## src/rtl/button_debounce.sv

```systemverilog
// rtl/button_debounce.sv - two-flop synchronised, counter-qualified button debouncer with edge pulses and press count
module button_debounce #(
    parameter int DEBOUNCE_CYCLES = 1000,
    parameter int COUNT_W         = 8
) (
    input  logic               clk,
    input  logic               rst_n,
    input  logic               in,
    output logic               level,
    output logic               rise,
    output logic               fall,
    output logic [COUNT_W-1:0] presses
);

    localparam int CNT_W = $clog2(DEBOUNCE_CYCLES + 1);
    localparam logic [CNT_W-1:0] CNT_MAX = CNT_W'(DEBOUNCE_CYCLES);
    localparam logic [CNT_W-1:0] CNT_ONE = CNT_W'(1);

    typedef enum logic [1:0] {
        STABLE_LOW  = 2'd0,
        WAIT_HIGH   = 2'd1,
        STABLE_HIGH = 2'd2,
        WAIT_LOW    = 2'd3
    } state_t;

    state_t             state_q, state_d;
    logic [CNT_W-1:0]   cnt_q, cnt_d;
    logic               s1_q, s2_q;
    logic               level_q, level_d;
    logic               rise_q, rise_d;
    logic               fall_q, fall_d;
    logic [COUNT_W-1:0] presses_q, presses_d;

    always_ff @(posedge clk) begin
        if (!rst_n) begin
            s1_q      <= 1'b0;
            s2_q      <= 1'b0;
            state_q   <= STABLE_LOW;
            cnt_q     <= '0;
            level_q   <= 1'b0;
            rise_q    <= 1'b0;
            fall_q    <= 1'b0;
            presses_q <= '0;
        end else begin
            s1_q      <= in;
            s2_q      <= s1_q;
            state_q   <= state_d;
            cnt_q     <= cnt_d;
            level_q   <= level_d;
            rise_q    <= rise_d;
            fall_q    <= fall_d;
            presses_q <= presses_d;
        end
    end

    // A sample matching the current level while waiting is a glitch and wins over acceptance.
    always_comb begin
        state_d = state_q;
        cnt_d   = cnt_q;
        rise_d  = 1'b0;
        fall_d  = 1'b0;
        unique case (state_q)
            STABLE_LOW: begin
                if (s2_q) begin
                    state_d = WAIT_HIGH;
                    cnt_d   = CNT_ONE;
                end else begin
                    cnt_d = '0;
                end
            end
            WAIT_HIGH: begin
                if (!s2_q) begin
                    state_d = STABLE_LOW;
                    cnt_d   = '0;
                end else if (cnt_q >= CNT_MAX) begin
                    state_d = STABLE_HIGH;
                    cnt_d   = '0;
                    rise_d  = 1'b1;
                end else begin
                    cnt_d = cnt_q + CNT_ONE;
                end
            end
            STABLE_HIGH: begin
                if (!s2_q) begin
                    state_d = WAIT_LOW;
                    cnt_d   = CNT_ONE;
                end else begin
                    cnt_d = '0;
                end
            end
            WAIT_LOW: begin
                if (s2_q) begin
                    state_d = STABLE_HIGH;
                    cnt_d   = '0;
                end else if (cnt_q >= CNT_MAX) begin
                    state_d = STABLE_LOW;
                    cnt_d   = '0;
                    fall_d  = 1'b1;
                end else begin
                    cnt_d = cnt_q + CNT_ONE;
                end
            end
            default: begin
                state_d = STABLE_LOW;
                cnt_d   = '0;
            end
        endcase
        level_d   = (state_d == STABLE_HIGH) || (state_d == WAIT_LOW);
        presses_d = presses_q + {{(COUNT_W-1){1'b0}}, rise_d};
    end

    assign level   = level_q;
    assign rise    = rise_q;
    assign fall    = fall_q;
    assign presses = presses_q;

endmodule
```

## config.mk

```make
export PLATFORM = sky130hd
export DESIGN_NAME = button_debounce
export DESIGN_NICKNAME = d
export VERILOG_FILES = /design/src/rtl/button_debounce.sv
export SDC_FILE = /design/constraint.sdc
export NUM_CORES = 1
export LEC_CHECK = 0
export BUFFER_PORTS_ARGS = -buffer_cell sky130_fd_sc_hd__buf_2
export CELL_PAD_IN_SITES_DETAIL_PLACEMENT = 1
export CELL_PAD_IN_SITES_GLOBAL_PLACEMENT = 1
export CORE_UTILIZATION = 44
export DETAILED_ROUTE_END_ITERATION = 8
export PLACE_DENSITY = 0.91
export REMOVE_ABC_BUFFERS = 1
export SETUP_SLACK_MARGIN = 0.02
export SLEW_MARGIN = 40
export SYNTH_ARGS = -nofsm -noshare
export SYNTH_HDL_FRONTEND = slang
export SYNTH_SLANG_ARGS = --single-unit
export TNS_END_PERCENT = 1
```

## constraint.sdc

```tcl
create_clock -name clk -period 4.65 [get_ports clk]
set_input_delay 1.1625 -clock clk [delete_from_list [all_inputs] [get_ports clk]]
set_output_delay 1.1625 -clock clk [all_outputs]
set_load 0.02 [all_outputs]
```

==> results of run 1 <==
## synth_stat cells, types with 2 or more instances
master   instances
inv_1            8
and4b_1          2
o21ai_0          6
a31oi_1          3
or4_1            2
xor2_1           4
dfxtp_1         24
and2_1           4
a21oi_1          7
nand2_1         10
nor2_1           8
ha_1             4
nand3_1          6
or3_1            5
nand4_1          2
xnor2_1          2
## metrics by stage
step | utilization | instances
finish | 0.548 | 150
global route | 0.548 | 150
CTS | 0.548 | 150
detailed placement | 0.531 | 146
global placement | 0.531 | 146
floorplan | - | 106
## final cells by class
class | instances | area (um2) | area share
Inverter | 8 | 30.0 | 0.0268
Clock buffer | 4 | 36.3 | 0.0324
Sequential cell | 24 | 480 | 0.429
Multi-Input combinational cell | 74 | 474 | 0.423
Timing Repair Buffer | 13 | 65.1 | 0.0581
Tap cell | 27 | 33.8 | 0.0302
## state kept, by name, summed over array words and instances, names as in the netlist
signal   count
s1_q         1
state_q      2
cnt_q       10
s2_q         1
presses      8
fall         1
rise         1
## kinds of logic after synthesis
group	synth area share
compound gates	0.116
flops	0.486
buf+inv	0.0342
simple gates	0.249
fa+ha+maj	0.0506
xor+xnor	0.0532
mux	0.0101
## routing by layer
layer | vias to the layer above | share of wire | GRT usage
met5 | - | 0 | 0
met4 | 0 | 0.0075 | 0.0429
met3 | 4 | 0.022 | 0.0374
met2 | 8 | 0.52 | 0.370
met1 | 380 | 0.45 | 0.234
li1 | 406 | - | -
## power by group
part | switching (mW) | internal [mW]
clock | 0.0635 | 0.0479
combinational | 0.00349 | 0.00172
sequential | 0.00103 | 0.207
total | 0.0680 | 0.256
## worst max-delay path by stage
stage	start	endpoint	slack, ps	cells after the start
floorplan	cnt_q[5]$_SDFF_PN0_	presses[6]$_SDFF_PN0_	2610	8
global placement	cnt_q[5]$_SDFF_PN0_	presses[6]$_SDFF_PN0_	2470	8
detailed placement	cnt_q[5]$_SDFF_PN0_	presses[6]$_SDFF_PN0_	2250	8
CTS	cnt_q[5]$_SDFF_PN0_	presses[6]$_SDFF_PN0_	2220	8
global route	cnt_q[5]$_SDFF_PN0_	presses[6]$_SDFF_PN0_	2040	8
finish	cnt_q[5]$_SDFF_PN0_	presses[6]$_SDFF_PN0_	2230	8
==> flow_summary_export.csv, run 1 <==
group,metric,value,unit
detailed_routing,wl_per_cell,15.1,um
floorplan,rows,16,
synthesis,synth_top_cell_area_share,0.486,
worst_hold_path,min-delay-start,"s1_q$_SDFF_PN0_",
global_route,grt_max_degree,14,
critical_path,r2r_end,"presses[6]$_SDFF_PN0_",
layout,final_cell_mix,"24 x dfxtp_1, 13 x buf_2, 10 x nand2_1, 8 x inv_1, 8 x nor2_1",
clocking,post_cts_buffers,0,
floorplan,core,0.00204,mm2
floorplan,io_pins,14,
critical_path,crit_chain,"nand4_1, nor3_2, and3b_1, ha_1, ha_1, nand3_1, or3_1, a21oi_1",
sta,timing.final.max_slew_violations,0,
status,outcome,"finished clean",
layout,finalNetCount,131,
global_route,antenna_found_initial,0,
layout,final_cell_area,0.00112,mm2
synthesis,synthTopCellsByArea,"dfxtp_1 49%, ha_1 5.1%, nand2_1 3.8%",
floorplan,fp.dieH,49.4,um
critical_path,worstSetupStartpointType,"flip-flop",
sta,fin_hold_ws,471,ps
floorplan,dieArea,0.00244,mm2
sta,timing.final.crit_share,0.521,
sta,maxSlewHeadroom,0.507,
synthesis,yosys_warnings,0,
sta,setup_viol,0,
floorplan,die_w,49.4,um
power,p_per_area,290,mW/mm2
critical_path,end_kind,"flip-flop",
sta,finalHoldViolCount,0,
clocking,ctsHoldBuffers,0,
worst_hold_path,holdPathEnd,"s2_q$_SDFF_PN0_",
critical_path,reg2regPathDepth,8,
sta,rsz0062_at_grt,"false",
clocking,cts_tree,"done",
sta,tightest_slew,732,ps
clocking,htree_levels,1,
synthesis,async_reset_ff_frac,0,
clocking,ctsResizeCount,0,
critical_path,timing.rr.start,"cnt_q[5]$_SDFF_PN0_",
sta,min_period,2420,ps
detailed_routing,first_pass_iters,3,
critical_path,r2r_slack,2230,ps
synthesis,synth-edff-count,0,
job,maxCapViolCount,0,
sta,setup_slack,2230,ps
worst_hold_path,hold_depth,1,
power,p_leak,0.418,nW
synthesis,synth_top_area_cell,"dfxtp_1",
power,power,0.325,mW
clocking,cts-root-buf,"clkbuf_4",
layout,antenna_cells,0,
synthesis,syn-instance-count,107,
detailed_routing,postRouteAntennaNets,0,
floorplan,start_util,0.484,
layout,filler_cell_count,274,
sta,max_clock_freq,0.412,GHz
placement,hpwl,1680,um
clocking,clk_pin_slew,130,ps
critical_path,slowest_stage,"dfxtp_1",
detailed_routing,drc,0,
global_route,grt.overflow.total,0,
layout,area_growth,13.3,%
worst_hold_path,hp-class,"flip-flop to flip-flop",
layout,drive_above_1_share,0.171,
critical_path,cpPeakStageDelay,430,ps
placement,port_buffers,13,
sta,setup-tns-final,0,ps
detailed_routing,routed_wl,2260,um
synthesis,ys.flop_type,"dfxtp_1",
placement,place_ws,2250,ps
synthesis,synth_cell_types,26,
critical_path,worst-path-buf-inv,0,
synthesis,syn-cell-area,988,um2
global_route,grt_pass1_vias,834,
layout,final_common_cell,"dfxtp_1",
clocking,insertion_delay,310,ps
placement,placedInstanceArea,0.00108,mm2
critical_path,crit_path_max_fanout,6,
critical_path,crit_type,"flip-flop to flip-flop",
clocking,cts_buffer_depth,2,
synthesis,ys_seq_area_frac,0.486,
global_route,grt.total_usage,0.199,
detailed_routing,drt_iter0_markers,5,
global_route,grt_pass1_wl,3730,um
clocking,clock-sinks,24,
placement,gp_congestion,0.776,
critical_path,crit_arrival,2690,ps
critical_path,cpMostUsedCell,"ha_1",
detailed_routing,viasPerCell,5.32,
clocking,cts_buffers,3,
detailed_routing,vias,798,
sta,fin_worst_skew,1.89,ps
synthesis,synth_seq_cells,24,
power,ir_worst_vdd,0.184,mV
critical_path,cp_top_family,"simple AND/OR/NAND/NOR gates",
synthesis,synth.avg_cell_area,9.24,um2
critical_path,worst_ep_required_time,4910,ps
(Power assumes the default switching activity.)
==> inputs of run 2 (changes only) <==
--- a/config.mk
+++ b/config.mk
@@ -8,9 +8,9 @@
 export BUFFER_PORTS_ARGS = -buffer_cell sky130_fd_sc_hd__buf_2
 export CELL_PAD_IN_SITES_DETAIL_PLACEMENT = 1
 export CELL_PAD_IN_SITES_GLOBAL_PLACEMENT = 1
-export CORE_UTILIZATION = 44
+export CORE_UTILIZATION = 37
 export DETAILED_ROUTE_END_ITERATION = 8
-export PLACE_DENSITY = 0.91
+export PLACE_DENSITY = 0.83
 export REMOVE_ABC_BUFFERS = 1
 export SETUP_SLACK_MARGIN = 0.02
 export SLEW_MARGIN = 40
==> constraint.sdc (replaced) <==
create_clock -name clk -period 2.1 [get_ports clk]
set_input_delay 0.525 -clock clk [delete_from_list [all_inputs] [get_ports clk]]
set_output_delay 0.525 -clock clk [all_outputs]
set_load 0.02 [all_outputs]
==> run 2 against run 1 <==
Maximum frequency is 20% higher. Final cell count is 4.0% higher. Global-route usage is 3.8 points lower. Routed wire length is 9.3% lower. Critical path type unchanged.
==> flow_summary_export.csv, run 2 (same netlist as run 1, synthesis figures left out) <==
group,metric,value,unit
detailed_routing,drt_iter0_markers,8,
global_route,grt_pass1_vias,767,
power,ir_worst_vdd,0.453,mV
detailed_routing,wl_per_cell,13.1,um
layout,final_cell_mix,"18 x dfxtp_1, 13 x buf_2, 10 x nand2_1, 8 x inv_1, 8 x nor2_1",
global_route,grt.overflow.total,0,
global_route,grt_pass1_wl,3330,um
clocking,insertion_delay,310,ps
detailed_routing,vias,801,
critical_path,crit_type,"flip-flop to flip-flop",
sta,timing.final.max_slew_violations,0,
critical_path,worst_ep_required_time,2350,ps
critical_path,crit_arrival,2270,ps
clocking,clock-sinks,24,
placement,port_buffers,13,
detailed_routing,routed_wl,2050,um
critical_path,crit_path_max_fanout,6,
worst_hold_path,hp-class,"primary input to flip-flop",
worst_hold_path,hold_depth,2,
critical_path,worstSetupStartpointType,"flip-flop",
critical_path,end_kind,"flip-flop",
clocking,clk_pin_slew,140,ps
sta,finalHoldViolCount,0,
clocking,post_cts_buffers,0,
layout,layout.cells.non_filler,156,
clocking,cts-root-buf,"clkbuf_4",
layout,filler_cell_count,302,
power,p_per_area,681,mW/mm2
sta,setup_viol,0,
floorplan,core,0.00250,mm2
sta,setup-tns-final,0,ps
floorplan,rows,18,
layout,final_common_cell,"dfxtp_1",
clocking,cts_buffer_depth,2,
placement,placedCellCount,152,
layout,area_growth,19.1,%
global_route,antenna_found_initial,0,
detailed_routing,viasPerCell,5.13,
sta,fin_worst_skew,2.78,ps
status,outcome,"finished clean",
sta,rsz0062_at_grt,"true",
floorplan,fp.dieH,53.7,um
layout,drive_above_1_share,0.254,
worst_hold_path,min-delay-start,"in",
detailed_routing,postRouteAntennaNets,0,
clocking,htree_levels,1,
detailed_routing,drc,0,
layout,largest_register_ffs,10,
layout,final_core_util,0.471,
critical_path,reg2regPathDepth,8,
global_route,grt_max_degree,15,
global_route,grt.total_usage,0.161,
clocking,cts_tree,"done",
layout,finalNetCount,134,
sta,maxSlewHeadroom,0.752,
sta,min_period,2020,ps
layout,antenna_cells,0,
sta,max_clock_freq,0.495,GHz
sta,tightest_slew,367,ps
job,maxCapViolCount,0,
clocking,cts_buffers,3,
critical_path,crit_path_start,"cnt_q[5]$_SDFF_PN0_",
layout,top_register,"cnt_q",
sta,timing.final.crit_share,0.963,
layout,multi_input_comb_area,479,um2
floorplan,die_w,53.7,um
power,p_leak,0.436,nW
placement,gp_congestion,0.743,
critical_path,timing.rr.start,"cnt_q[5]$_SDFF_PN0_",
placement,hpwl,1590,um
floorplan,start_util,0.395,
detailed_routing,first_pass_iters,4,
floorplan,dieArea,0.00288,mm2
floorplan,io_pins,14,
layout,seq_area,490,um2
run 2: cell count changes in the layout (fill, tap and decap cells not counted):
cell       delta
clkbuf_8      -1
bufinv_16     +1
buf_4         +3
dfxtp_2       +5
ha_1          -2
ha_2          +2
dfxtp_4       +1
dfxtp_1       -6
run 2: cell type report:
cell class | instances | area share
Inverter | 8 | 0.0255
Tap cell | 30 | 0.0319
Clock inverter | 1 | 0.0255
Multi-Input combinational cell | 74 | 0.407
Sequential cell | 24 | 0.417
Timing Repair Buffer | 16 | 0.0744
Clock buffer | 3 | 0.0191
run 2: routing by layer:
layer / vias up / GRT usage / wire, um
li1: 410 / - / -
met1: 384 / 0.200 / 1010
met2: 5 / 0.270 / 973
met3: 2 / 0.0339 / 43
met4: 0 / 0.0614 / 20
met5: - / 0 / 0
run 2: what timing repair did:
action	4_1_cts	5_1_grt
resized for setup	0	9
setup endpoints to repair	0	2
hold buffers	0	0
run 2: power breakdown:
part | total (mW) | switching [mW] | internal, mW | leakage, nW
logic | 0.0114 | 0.00765 | 0.00376 | 0.211
clock network | 0.332 | 0.139 | 0.193 | 0.0279
registers | 0.459 | 0.00205 | 0.457 | 0.197
total | 0.802 | 0.149 | 0.653 | 0.436
run 2: through the flow:
step | power, mW | setup slack, ps | area, um2 | hold slack [ps]
3_3_place_gp | 0.481 | 184 | 1110 | 420
4_1_cts | 0.810 | 40.6 | 1160 | 403
5_1_grt | 0.828 | 12.5 | 1180 | 388
6_report | 0.802 | 77.9 | 1180 | 413
2_1_floorplan | 0.475 | 57.0 | 985 | 412
3_5_place_dp | 0.482 | 64.1 | 1110 | 441
run 2: worst max-delay path: stages, from the launching register on:
cell and delay, ps:
dfxtp_4 400, nand4_1 140, nor3_2 250, and3b_1 190, ha_2 190, ha_2 190
nand3_1 110, or3_1 360, a21oi_1 140
run 2: path summary, 6_finish.rpt:
check	endpoint	slack, ps
worst max-delay path	presses[6]$_SDFF_PN0_	80
worst max register to register	presses[6]$_SDFF_PN0_	80
worst min register to register	s2_q$_SDFF_PN0_	470
worst min-delay path	s1_q$_SDFF_PN0_	410
